[src/rtl/reg_access_ctrl_pkg.sv]
// Shared types and constants for the register-bank access controller and the bank itself.
// Pure definitions: no latency, no flow control.
package reg_access_ctrl_pkg;

    localparam int XLEN_DEF  = 32;
    localparam int SEL_W_DEF = 5;
    localparam int REG_ZERO  = 0;

    typedef enum logic [2:0] {
        IDLE = 3'd0,
        WR   = 3'd1,
        RD1  = 3'd2,
        RD2  = 3'd3,
        RESP = 3'd4
    } state_e;

endpackage

[src/rtl/reg_access_ctrl.sv]
// Serializes operand reads and writebacks onto the single-port register bank; write 2 cycles/op, read rsp 2 cycles after accept.
// Backpressure: only IDLE accepts requests (writeback wins); RESP holds the response until rsp_ready.
module reg_access_ctrl
    import reg_access_ctrl_pkg::*;
#(
    parameter int XLEN  = XLEN_DEF,
    parameter int SEL_W = SEL_W_DEF
) (
    input  logic             clk,
    input  logic             reset,
    input  logic             rd_valid,
    output logic             rd_ready,
    input  logic [SEL_W-1:0] rd_rs1,
    input  logic [SEL_W-1:0] rd_rs2,
    output logic             rsp_valid,
    input  logic             rsp_ready,
    output logic [XLEN-1:0]  rsp_rs1_data,
    output logic [XLEN-1:0]  rsp_rs2_data,
    input  logic             wb_valid,
    output logic             wb_ready,
    input  logic [SEL_W-1:0] wb_rd,
    input  logic [XLEN-1:0]  wb_data,
    output logic [SEL_W-1:0] bank_select,
    output logic             bank_write,
    output logic [XLEN-1:0]  bank_dataIn,
    input  logic [XLEN-1:0]  bank_dataOut
);

    localparam logic [SEL_W-1:0] ZERO_IDX = SEL_W'(REG_ZERO);

    state_e           state_q;
    logic [SEL_W-1:0] rs2_q;
    logic             rsp_valid_q;
    logic [XLEN-1:0]  rs1_data_q;
    logic [XLEN-1:0]  rs2_data_q;
    logic [SEL_W-1:0] select_q;
    logic             write_q;
    logic [XLEN-1:0]  data_in_q;

    always_ff @(posedge clk) begin
        if (reset) begin
            state_q     <= IDLE;
            rs2_q       <= '0;
            rsp_valid_q <= 1'b0;
            rs1_data_q  <= '0;
            rs2_data_q  <= '0;
            select_q    <= '0;
            write_q     <= 1'b0;
            data_in_q   <= '0;
        end else begin
            case (state_q)
                IDLE: begin
                    if (wb_valid) begin
                        select_q  <= wb_rd;
                        data_in_q <= wb_data;
                        write_q   <= (wb_rd != ZERO_IDX);
                        state_q   <= WR;
                    end else if (rd_valid) begin
                        select_q  <= rd_rs1;
                        rs2_q     <= rd_rs2;
                        state_q   <= RD1;
                    end
                end
                WR: begin
                    write_q <= 1'b0;
                    state_q <= IDLE;
                end
                RD1: begin
                    // select_q still holds rs1 here; bank_dataOut is its value
                    rs1_data_q <= (select_q == ZERO_IDX) ? '0 : bank_dataOut;
                    select_q   <= rs2_q;
                    state_q    <= RD2;
                end
                RD2: begin
                    rs2_data_q  <= (rs2_q == ZERO_IDX) ? '0 : bank_dataOut;
                    rsp_valid_q <= 1'b1;
                    state_q     <= RESP;
                end
                RESP: begin
                    if (rsp_ready) begin
                        rsp_valid_q <= 1'b0;
                        state_q     <= IDLE;
                    end
                end
                default: state_q <= IDLE;
            endcase
        end
    end

    assign wb_ready     = (state_q == IDLE);
    assign rd_ready     = (state_q == IDLE) & ~wb_valid;
    assign rsp_valid    = rsp_valid_q;
    assign rsp_rs1_data = rs1_data_q;
    assign rsp_rs2_data = rs2_data_q;
    assign bank_select  = select_q;
    assign bank_dataIn  = data_in_q;
    // The bank commits on the same edge that clears write_q, so reset must mask it to abort a pending write.
    assign bank_write   = write_q & ~reset;

endmodule

[config.mk]
export PLATFORM = sky130hd
export DESIGN_NAME = reg_access_ctrl
export DESIGN_NICKNAME = d
export VERILOG_FILES = /design/src/rtl/reg_access_ctrl_pkg.sv /design/src/rtl/reg_access_ctrl.sv
export SDC_FILE = /design/constraint.sdc
export NUM_CORES = 1
export LEC_CHECK = 0
export ABC_AREA = 1
export CELL_PAD_IN_SITES_DETAIL_PLACEMENT = 0
export CELL_PAD_IN_SITES_GLOBAL_PLACEMENT = 1
export CORE_MARGIN = 2
export CORE_UTILIZATION = 26
export DETAILED_ROUTE_END_ITERATION = 10
export PLACE_DENSITY = 0.87
export SYNTH_ARGS = -nofsm -noshare
export SYNTH_HDL_FRONTEND = slang
export SYNTH_SLANG_ARGS = --single-unit
[constraint.sdc]
create_clock -name clk -period 1.25 [get_ports clk]
set_input_delay 0.25 -clock clk [delete_from_list [all_inputs] [get_ports clk]]
set_output_delay 0.25 -clock clk [all_outputs]
set_load 0.03 [all_outputs]
# --- Word level (Yosys, flattened, before mapping) ---
# Cells that the tools add are included.
op_classes:
  muxes: 13
  bitwise: 4
  n_reduce_logical: 13
  n_eq_ne: 7
op_table:
  columns: ["operator", "n"]
  rows:
  - ["32-bit 2-to-1 mux", 2]
  - ["3-bit case mux with 4 select lines", 1]
  - ["5-bit zero test", 2]
  - ["5-bit 2-to-1 mux", 2]
  - ["5-bit case mux with 2 select lines", 1]
  - ["2-bit AND reduction", 5]
  - ["3-bit 2-to-1 mux", 3]
  - ["3-bit by 2-bit equality test with 1-bit output, second input constant", 2]
  - ["2-bit nonzero test", 3]
  - ["5-bit nonzero test", 1]
  - ["2-bit != test, second input constant", 2]
  - ["1-bit case mux with 2 select lines", 2]
  - ["3-bit by 1-bit equality test with 1-bit output, second input constant", 1]
  - ["3-bit equality test, second input constant", 1]
  - ["3-bit zero test", 1]
  - ["3-bit != test, second input constant", 1]
  - ["3-bit AND reduction", 1]
  - ["1-bit bitwise AND", 2]
  - ["1-bit 2-to-1 mux", 2]
  - ["1-bit inverter", 2]
word_totals:
  ff_bits: 111
  out_inout_bits: 105
  in_bits: 84

# --- Longest topological paths before layout ---
depth:
  word_depth: 3
  mapped_depth: 8

# --- Worst setup path before layout ---
# No wires, ideal clock.
synth_path:
  kind: "register -> register"
  from: "reg state_q[1]"
  to: "reg data_in_q[22], in the netlist bank_dataIn[22]"
  setup_time_ns: 0.116
  required_ns: 1.134
  path_slack_ns: -0.083
  path_stages_with_launch: 9
  arrival_time_ns: 1.217
  path_buffers: 2
  period_less_slack_ns: 1.333
  path_cell_list: "dfxtp_1 > buf_6 > nor2_4 > nand2_4 > inv_2 > nand2_4 > buf_6 > nor2_1 > nor2_1"
synth_via:
  elab_chain_cells: 2
synth_lines:
  columns: ["element", "line", "rtl"]
  rows:
  - ["from (decl)", "reg_access_ctrl.sv:31", "state_e state_q;"]
  - ["from (signal assigned)", "reg_access_ctrl.sv:42", "state_q <= IDLE;"]
  - ["from (signal assigned)", "reg_access_ctrl.sv:57", "state_q <= WR;"]
  - ["from (signal assigned)", "reg_access_ctrl.sv:61", "state_q <= RD1;"]
  - ["3-bit zero test", null, null]
  - ["net wb_ready", "reg_access_ctrl.sv:20", "output logic wb_ready,"]
  - ["2-bit AND reduction (no source line)", null, null]
  - ["to (signal assigned)", "reg_access_ctrl.sv:55", "data_in_q <= wb_data;"]
  - ["to (decl)", "reg_access_ctrl.sv:38", "logic [XLEN-1:0] data_in_q;"]
# The timed path passes the listed nets, and every way through them passes these cells.
# A chain may end at the register's enable or synchronous reset.

# --- Worst setup path after layout ---
layout_path:
  from: "reg state_q[0]"
  to: "out rd_ready"
layout_via:
  elab_chain_cells: 2
layout_lines:
  columns: ["element", "line", "rtl"]
  rows:
  - ["3-bit zero test", "reg_access_ctrl.sv:91", "assign rd_ready = (state_q == IDLE) & ~wb_valid;"]
  - ["1-bit bitwise AND", "reg_access_ctrl.sv:91", null]
  - ["to (decl)", "reg_access_ctrl.sv:12", "output logic rd_ready,"]
# No other way between the ends.

==> reports/metrics.json <==
{
  "outcome": "finished with violations",
  "violations": "setup timing",
  "power.share.clock_pct": 26.1,
  "gp_congestion": 0.769,
  "first_pass_grt_wire_length_um": 22600,
  "synth_edf_count": 0,
  "netlist.area_leader.share_pct": 50.9,
  "unrepaired_setup_endpoints_after_global_routing": "yes",
  "whs_endpoint": "rsp_rs2_data[20]",
  "fin_worst_skew_ns": 0.00646,
  "nFillCells": 1622,
  "cellPowerDensity_mw_per_mm2": 1440,
  "insertedDiodeCount": 0,
  "layout_worst_path_cycle_share_pct": 116,
  "clk_root_buffer_cell": "sky130_fd_sc_hd__clkbuf_16",
  "slew_headroom_pct": 82.3,
  "timing.critical_path.required_ns": 1.00,
  "wl_per_instance_um": 15.3,
  "power.share.combinational_pct": 35.3,
  "critPathCaptureType": "primary output",
  "hold-path-cell-count": 3,
  "boundaryPins": 189,
  "first_pass_iters": 4,
  "drt-met1-wl_um": 7030,
  "drt.antenna.violating_nets": 0,
  "synth_common_cells": "sky130_fd_sc_hd__nand2_1 (115), sky130_fd_sc_hd__dfxtp_1 (111), sky130_fd_sc_hd__nor2_1 (89)",
  "syn-num-nets": 654,
  "power.share.sequential_pct": 38.6,
  "netlist.top_cell.by_area": "sky130_fd_sc_hd__dfxtp_1",
  "grt_max_degree": 60,
  "fp-row-count": 47,
  "max_cap_viol_count": 0,
  "drt_drc_violations_left": 0,
  "globalRouteTotalUtil_pct": 15.9,
  "cts_made_buffers": 9,
  "power.static_leakage_nw": 3.28,
  "worst_hold_slack_ns": 0.477,
  "arrival_ns": 1.20,
  "yosys.cell_types.count": 25,
  "min-delay-start": "bank_dataOut[20]",
  "die_w_um": 134,
  "viasPerCell": 4.55,
  "vdd_ir_drop_max_mv": 0.733,
  "dp_hpwl_um": 9240,
  "max_freq_mhz": 690,
  "die_height_um": 134,
  "numClockSinks": 111,
  "design.die.area_sq_mm": 0.0178,
  "crit_type": "register to primary output",
  "setup_viol": 95,
  "final.min_clock_period_ns": 1.45,
  "reg2reg_setup_slack_ns": -0.19,
  "ff2ff_path_depth": 9,
  "clock_path_buffers": 2,
  "synth_area_per_inst_sq_um": 7.65,
  "postSynthCellCount": 570,
  "cts-hold-fix-buffers": 0,
  "critical_path.max_fanout": 3,
  "finalWorstSetupSlack_ns": -0.200,
  "cts_tree": "built",
  "post-layout-total-power_w": 0.0107,
  "switching_share_pct": 34.2,
  "netlist_top_cells_area": "sky130_fd_sc_hd__dfxtp_1 (51%), sky130_fd_sc_hd__o21ai_0 (10%), sky130_fd_sc_hd__nand2_1 (9.9%)",
  "antenna_found_initial": 0,
  "initial_cell_density_of_the_core_pct": 26.5,
  "synth-seq-cells": 111,
  "detail_route.iter0.violations": 160,
  "psw_w": 0.00365,
  "placement.cell_area_sq_mm": 0.00664,
  "route.top_layer_used": "met4",
  "final_core_utilization_pct": 44.9,
  "detailroute.wirelength.met3_um": 1050,
  "cts-htree-levels": 3,
  "port_buffers": 188,
  "clock_latency_ns": 0.35,
  "timing.final.max_slew_violations": 0,
  "ff_to_ff_end": "bank_dataIn[21]",
  "synth_most_common_cell": "sky130_fd_sc_hd__nand2_1",
  "async_flop_share_pct": 0,
  "dominantRegCellSynth": "sky130_fd_sc_hd__dfxtp_1",
  "final_hold_viol_count": 0,
  "placeableCoreArea_sq_mm": 0.0165,
  "mappedNetlistArea_sq_mm": 0.00436,
  "internal-power_w": 0.00702,
  "synth.yosys.seq_area_share_pct": 50.9,
  "flow.area_growth_from_synthesis_pct": 69.5,
  "grt_overflow": 0,
  "hold_path_class": "input port to register",
  "finish.net_count": 870,
  "dr_total_vias": 4597,
  "routed_wirelength_um": 15400,
  "worst_pin_slew_ns": 0.265,
  "met2_wirelength_um": 7150,
  "reg2reg_from": "state_q[0]",
  "worst_setup_hold_path_clk_slew_ns": 0.07,
  "synth.yosys.warnings": 0,
  "start_kind": "register",
  "fraction_of_layout_cells_with_a_size_suffix_above_1_pct": 29.0,
  "vias_in_the_first_global_route": 4375,
  "layout.cell_area.non_filler_sq_mm": 0.00739
}
==> flip-flops by register name, summed over array words and instances, names as in the netlist <==
name and count:
bank_dataIn 32, bank_select 5, rs2_q 5, rsp_rs1_data 32, rsp_rs2_data 32, rsp_valid 1
state_q 3, write_q 1
==> logic make-up (layout without fill, tap and decap cells) <==
logic type | after synthesis | in the layout | synth area share (%)
buf+inv | 62 | 282 | 7.54
simple gates | 234 | 235 | 22.7
flops | 111 | 111 | 50.9
compound gates | 163 | 163 | 18.8
==> timing repair <==
item,CTS,global route
endpoints found under the setup margin,90,130
cloned,7,6
pin swaps,10,21
setup buffers,13,7
resized for setup,151,91
==> how the worst max path moves through the flow <==
stage / endpoint / from / slack [ns] / cells after the start
after global routing: bank_dataIn[5] / state_q[0] / -0.25 / 9
after CTS: rd_ready / state_q[1] / -0.22 / 5
after global placement: bank_select[3] / wb_valid / -0.24 / 8
after floorplan: rsp_rs1_data[10] / bank_select[2] / -0.009 / 5
after detailed placement: bank_select[1] / wb_valid / -0.28 / 8
final: rd_ready / state_q[0] / -0.20 / 5
==> layout make-up <==
cell class	count	area, sq um	share of cell area [%]
Multi-Input combinational cell	398	1960	26.6
Timing Repair inverter	1	7.51	0.102
Clock inverter	3	17.5	0.237
Clock buffer	13	260	3.52
Tap cell	220	275	3.72
Sequential cell	111	2230	30.2
Timing Repair Buffer	242	2540	34.3
Inverter	23	101	1.37
==> layer usage <==
metal  up-vias  global-route usage, %
li1       2303                      -
met1      2127                   20.0
met2       152                   26.5
met3        15                   4.41
met4         0                   5.08
met5         -                      0
==> critical path, stage by stage, from the launching register on <==
cell and delay [ns]:
sky130_fd_sc_hd__dfxtp_4 0.35, sky130_fd_sc_hd__nor2_4 0.13, sky130_fd_sc_hd__buf_6 0.12, sky130_fd_sc_hd__nand3_4 0.05, sky130_fd_sc_hd__inv_2 0.07, sky130_fd_sc_hd__buf_6 0.13
==> cell usage in the layout (no fill, tap or decap), types with 3 or more instances in the layout <==
master | Yosys | layout
sky130_fd_sc_hd__o21ai_0 | 87 | 53
sky130_fd_sc_hd__dfxtp_1 | 111 | 108
sky130_fd_sc_hd__nor2_2 | 3 | 16
sky130_fd_sc_hd__clkbuf_16 | 0 | 14
sky130_fd_sc_hd__nor2_1 | 89 | 73
sky130_fd_sc_hd__o21ai_2 | 0 | 9
sky130_fd_sc_hd__buf_2 | 14 | 24
sky130_fd_sc_hd__nand4_1 | 8 | 8
sky130_fd_sc_hd__buf_4 | 4 | 79
sky130_fd_sc_hd__buf_12 | 0 | 30
sky130_fd_sc_hd__clkdlybuf4s50_1 | 0 | 82
sky130_fd_sc_hd__o21ai_1 | 9 | 34
sky130_fd_sc_hd__nand2_1 | 115 | 113
sky130_fd_sc_hd__inv_2 | 4 | 4
sky130_fd_sc_hd__clkdlybuf4s15_2 | 0 | 5
sky130_fd_sc_hd__nand3_4 | 0 | 3
sky130_fd_sc_hd__inv_4 | 1 | 4
sky130_fd_sc_hd__nand3_1 | 9 | 7
sky130_fd_sc_hd__inv_1 | 17 | 14
sky130_fd_sc_hd__buf_6 | 8 | 14
sky130_fd_sc_hd__a21oi_1 | 66 | 66
sky130_fd_sc_hd__nor2_4 | 2 | 5
==> per-stage QoR <==
stage	worst slack [ns]	setup TNS (ns)	instances
floorplan	-0.00877	-0.263	570
global placement	-0.242	-21.49	967
detailed placement	-0.277	-23.57	967
CTS	-0.216	-5.81	1003
global route	-0.247	-12.28	1011
finish	-0.200	-6.09	1011
==> power by group through the flow <==
stage	registers, W	clock network, W	logic [W]
5_1_grt	0.00416	0.00300	0.00405
6_report	0.00412	0.00278	0.00377
3_5_place_dp	0.00418	0	0.00330
3_3_place_gp	0.00418	0	0.00327
4_1_cts	0.00411	0.00288	0.00369
2_1_floorplan	0.00480	0	0.00113
No activity file was read; power rests on OpenSTA's default activity.
